### src/rtl/config_serial_loader.sv
// Configuration-bus master: deserialises 64-bit {addr, data} frames from a
// bit-serial host link and drives each one onto the tile config bus as a held write.
module config_serial_loader #(
    parameter int unsigned HOLD_CYCLES = 2,
    parameter logic [31:0] IDLE_ADDR   = 32'hFFFF_FFFF
) (
    input  logic        clk,
    input  logic        reset,
    input  logic        sdi,
    input  logic        shift_en,
    input  logic        latch,
    input  logic        err_clr,
    output logic [31:0] config_addr,
    output logic [31:0] config_data,
    output logic        busy,
    output logic        frame_err,
    output logic        overrun,
    output logic [15:0] write_count
);

    typedef enum logic [1:0] {
        ST_SHIFT,
        ST_DRIVE,
        ST_GAP
    } state_e;

    localparam logic [3:0] HOLD_INIT = 4'(HOLD_CYCLES - 1);

    state_e      state_q,     state_d;
    logic [63:0] shift_q,     shift_d;
    logic [6:0]  cnt_q,       cnt_d;
    logic [3:0]  hold_q,      hold_d;
    logic [31:0] addr_q,      addr_d;
    logic [31:0] data_q,      data_d;
    logic        frame_err_q, frame_err_d;
    logic        overrun_q,   overrun_d;
    logic [15:0] wcount_q,    wcount_d;
    logic        frame_err_set;
    logic        overrun_set;

    // NOTE: state registers use non-blocking (<=) so every flop samples the
    // pre-edge values; blocking here would create order-dependent races.
    always_ff @(posedge clk) begin
        if (reset) begin
            state_q     <= ST_SHIFT;
            shift_q     <= '0;
            cnt_q       <= '0;
            hold_q      <= '0;
            addr_q      <= IDLE_ADDR;
            data_q      <= '0;
            frame_err_q <= 1'b0;
            overrun_q   <= 1'b0;
            wcount_q    <= '0;
        end else begin
            state_q     <= state_d;
            shift_q     <= shift_d;
            cnt_q       <= cnt_d;
            hold_q      <= hold_d;
            addr_q      <= addr_d;
            data_q      <= data_d;
            frame_err_q <= frame_err_d;
            overrun_q   <= overrun_d;
            wcount_q    <= wcount_d;
        end
    end

    // NOTE: every signal gets a default before the case so no path leaves one
    // unassigned, which would otherwise infer a latch.
    always_comb begin
        state_d       = state_q;
        shift_d       = shift_q;
        cnt_d         = cnt_q;
        hold_d        = hold_q;
        addr_d        = addr_q;
        data_d        = data_q;
        wcount_d      = wcount_q;
        frame_err_set = 1'b0;
        overrun_set   = 1'b0;

        unique case (state_q)
            ST_SHIFT: begin
                // latch takes priority over a coincident shift; count is judged pre-shift
                if (latch) begin
                    shift_d = '0;
                    cnt_d   = '0;
                    if (cnt_q == 7'd64) begin
                        addr_d  = shift_q[63:32];
                        data_d  = shift_q[31:0];
                        hold_d  = HOLD_INIT;
                        state_d = ST_DRIVE;
                    end else begin
                        frame_err_set = 1'b1;
                    end
                end else if (shift_en) begin
                    shift_d = {shift_q[62:0], sdi};
                    if (cnt_q != 7'd127) begin
                        cnt_d = cnt_q + 7'd1;
                    end
                end
            end
            ST_DRIVE: begin
                overrun_set = shift_en | latch;
                if (hold_q == 4'd0) begin
                    addr_d   = IDLE_ADDR;
                    data_d   = '0;
                    wcount_d = wcount_q + 16'd1;
                    state_d  = ST_GAP;
                end else begin
                    hold_d = hold_q - 4'd1;
                end
            end
            ST_GAP: begin
                overrun_set = shift_en | latch;
                state_d     = ST_SHIFT;
            end
            default: state_d = ST_SHIFT;
        endcase

        // sticky flags: a new error in the same cycle as err_clr is kept
        frame_err_d = frame_err_set | (frame_err_q & ~err_clr);
        overrun_d   = overrun_set   | (overrun_q   & ~err_clr);
    end

    assign config_addr = addr_q;
    assign config_data = data_q;
    assign busy        = (state_q != ST_SHIFT);
    assign frame_err   = frame_err_q;
    assign overrun     = overrun_q;
    assign write_count = wcount_q;

endmodule

### config.mk
export PLATFORM = sky130hd
export DESIGN_NAME = config_serial_loader
export DESIGN_NICKNAME = d
export VERILOG_FILES = /design/src/rtl/config_serial_loader.sv
export SDC_FILE = /design/constraint.sdc
export NUM_CORES = 1
export LEC_CHECK = 0
export BUFFER_PORTS_ARGS = -buffer_cell sky130_fd_sc_hd__buf_2
export CELL_PAD_IN_SITES_DETAIL_PLACEMENT = 1
export CELL_PAD_IN_SITES_GLOBAL_PLACEMENT = 2
export CORE_MARGIN = 3
export CORE_UTILIZATION = 35
export CTS_BUF_LIST = sky130_fd_sc_hd__clkbuf_4
export CTS_CLUSTER_DIAMETER = 60
export DETAILED_ROUTE_END_ITERATION = 8
export PLACE_DENSITY_LB_ADDON = 0.1
export SETUP_SLACK_MARGIN = 0.1
export SYNTH_ARGS = -nofsm -noshare
export SYNTH_HDL_FRONTEND = slang
export SYNTH_SLANG_ARGS = --single-unit
### constraint.sdc
create_clock -name clk -period 2.5 [get_ports clk]
set_clock_uncertainty 0.05 [all_clocks]
set_input_delay 0.25 -clock clk [delete_from_list [all_inputs] [get_ports clk]]
set_output_delay 0.25 -clock clk [all_outputs]
set_load 0.02 [all_outputs]
==> flow_summary.toml <==
[yosys]
synth_compound_area_share_pct = 16.5
ys.flop_type = "dfxtp_1"
synth_nets = 777
ys_seq_area_share_pct = 48.0
yosysTopAreaCell = "dfxtp_1"
synthDistinctLibCells = 51
syn-mean-instance-area_um2 = 8.68
yosys-top-cells-area = "dfxtp_1 (48%), a21oi_1 (11%), nor3b_1 (7.2%)"
synthXorXnorAreaFrac_pct = 1.19
synthMuxAreaShare_pct = 0
synth_edf_count = 0
yosys_warnings = 0
ys_ff_latch = 159
synth_top_family_by_area = "simple AND/OR/NAND/NOR gates"
syn_inst = 764
synth-adder-area-share_pct = 1.32
synthSimpleGateAreaFrac_pct = 27.7
synth_top_cell_area_share_pct = 48.0
synthArstFlopShare_pct = 0
synth_area_mm2 = 0.00664

[global_routing]
grt_max_degree = 78
grt_antenna_before_repair = 1
grt_pass1_wl_um = 28300
overflow = 0
grt_pass1_vias = 5672
gr-usage-all-layers_pct = 16.8

[final_layout]
layout.nets = 834
drive_above_1_share_pct = 20.8
area_growth_pct = 13.4

[worst_hold_path]
holdPathEnd = "shift_q[0]$_SDFFE_PP0P_"
hold_class = "in -> reg"
whs_path_depth = 4
min-delay-start = "sdi"

[flow_run]
maxCapViolCount = 0

[place]
numPortBuffers = 88
place_hpwl_um = 10900
gp_congestion = 0.789

[clock_network]
clk_latency_ns = 0.54
clockBufferDepth = 2
cts_made_buffers = 17
cts_tree = "yes"
h-tree-depth = 4
clk_pin_slew_ns = 0.13
cts-root-buf = "clkbuf_4"
clock-sinks = 159

[detailed_routing]
viasPerCell = 5.29
drt-pass1-iter-count = 4
drc = 0
wire_per_inst_um = 15.9
vias = 5610
routed_wirelength_um = 16900
antenna_left = 0
drt_iter0_drc = 258

[setup_path]
cp_top_family = "buffers and inverters"
cp.depth = 7
reg2reg_to = "config_data[6]$_SDFFE_PP0P_"
end_kind = "flip-flop"
reg2reg_depth = 7
reg2reg_slack_ns = 0.34
crit_slowest_cell = "buf_4"
r2r-start = "state_q[1]$_SDFFE_PP0P_"
path_max_fanout = 32
arrival_ns = 2.58
setup.worst_path.class = "reg -> reg"
cp-start-kind = "flip-flop"
critPathRequiredTime_ns = 2.92
cp_num_buf_inv = 2
crit_chain = "inv_1, ha_2, nand4_1, o22ai_4, buf_4, nand3_1, a21oi_1"
slowest_delay_ns = 0.41

[run_status]
status = "finished clean"

[die]
die_area_mm2 = 0.0206
ios = 89
fp.coreArea_mm2 = 0.0183
die_h_um = 144
die_width_um = 144
start_util_pct = 36.3
row_count = 49

[power]
power_w = 0.00413
p_per_area_mw_per_mm2 = 550
leakage_nw = 2.63
ir_worst_vdd_mv = 0.253

[timing]
timing.final.crit_share_pct = 86.5
fin_crit_ns = 2.16
fin_setup_tns_ns = 0
max_freq_mhz = 463
relSlewSlack_pct = 60.4
tightest_slew_ns = 0.591
holdWs_ns = 0.110
slew_viol_final = 0
hold_viol_final = 0
rsz0062_at_grt = "false"
final-setup-viol-count = 0
-- cell usage after synthesis, types with 2 or more instances --
master      n
nor4_2     30
or3_1       4
and3_1      5
dfxtp_1   159
nor4_1      2
o211ai_1    2
xor2_1      5
and4_1      2
nor3_1      2
inv_1      10
buf_6       6
ha_1        7
clkbuf_1   52
o21ai_0    20
nor3b_1    64
nand4b_1    4
o21a_1      2
a21oi_1   141
nand3b_1    2
nor2_1    114
a31oi_1     3
nand2_1    14
xnor2_1     4
buf_1       4
and2_1      3
buf_2       7
o21ai_1    26
nand3_1    42
nand4_1     6
-- report_power, final --
group / switching [W] / internal (W)
logic: 0.000119 / 0.0000293
registers: 0.00000321 / 0.00254
clock network: 0.000863 / 0.000583
-- kinds of logic after synthesis --
family | Yosys count
flip-flops | 159
XOR/XNOR | 9
AND/OR/NAND/NOR | 304
adder cells (fa/ha/maj) | 7
buffers and inverters | 80
AO/OA/AOI/OAI | 205
-- tightest hold or removal path: cells and delay by family --
family	cells	cell delay, ns
and+or+nand+nor	2	0.19
AOI/OAI and AO/OA	1	0.12
buffers and inverters	1	0.11
-- final cells by class --
type / instances / area [µm²]
clock inverter: 10 / 98.8
sequential: 159 / 3180
inverter: 11 / 41.3
timing repair buffer: 107 / 622
antenna: 1 / 2.50
multi-input combinational: 525 / 3140
clock buffer: 19 / 143
fill: 2207 / 10700
tap: 229 / 287
-- registers in the layout (all words and copies together), names as in the netlist --
register / flops
cnt_q: 7
config_addr: 32
config_data: 32
frame_err: 1
hold_q: 4
overrun: 1
shift_q: 64
state_q: 2
write_count: 16
-- routing by layer --
| metal | up-vias | track usage [%] | share of wire, % |
|---|---|---|---|
| met4 | 0 | 5.60 | 1.3 |
| met5 | - | 0 | 0 |
| met1 | 2710 | 21.0 | 48 |
| met3 | 15 | 3.56 | 3.2 |
| met2 | 78 | 28.6 | 48 |
| li1 | 2807 | - | - |
-- how the worst max path moves through the flow --
stage,from,end,slack (ns)
after floorplan,state_q[0]$_SDFFE_PP0P_,config_data[15]$_SDFFE_PP0P_,0.68
after global placement,state_q[1]$_SDFFE_PP0P_,config_data[28]$_SDFFE_PP0P_,0.36
after detailed placement,state_q[1]$_SDFFE_PP0P_,config_addr[1]$_SDFFE_PP1P_,0.24
after CTS,state_q[1]$_SDFFE_PP0P_,config_addr[11]$_SDFFE_PP1P_,0.20
after global routing,state_q[1]$_SDFFE_PP0P_,config_data[22]$_SDFFE_PP0P_,0.19
final,state_q[1]$_SDFFE_PP0P_,config_data[6]$_SDFFE_PP0P_,0.34
-- cells in the final DEF, fill, tap and decap left out, types with 3 or more instances in the layout --
cell type and count:
and2_1 3, o21ai_1 25, and3_1 5, nor4_2 30, xor2_1 5, nor2_1 114
a21oi_1 141, nand3_1 42, inv_1 10, clkinv_2 4, clkbuf_4 19, dlygate4sd3_1 3
buf_2 87, o21ai_0 20, or3_1 4, nand2_1 14, nor3b_1 64, dfxtp_1 159
nand4_1 6, buf_4 14, xnor2_1 4, a31oi_1 3, nand4b_1 4, ha_1 5
clkinv_1 3
-- through the flow --
step | setup slack (ns) | instance area, µm² | util (%) | instances
2_1_floorplan | 0.684 | 6640 | - | 764
3_5_place_dp | 0.245 | 7240 | 39.6 | 1028
4_1_cts | 0.196 | 7510 | 41.1 | 1060
6_report | 0.338 | 7520 | 41.2 | 1061
5_1_grt | 0.190 | 7520 | 41.2 | 1061
3_3_place_gp | 0.360 | 7240 | 39.6 | 1028
-- repair_timing --
action | CTS | global route
endpoints found under the hold margin | 6 | 0
resized for setup | 0 | 2
setup buffers | 0 | 0
hold buffers | 3 | 0
setup endpoints to repair | 0 | 62
(Power assumes the default switching activity.)
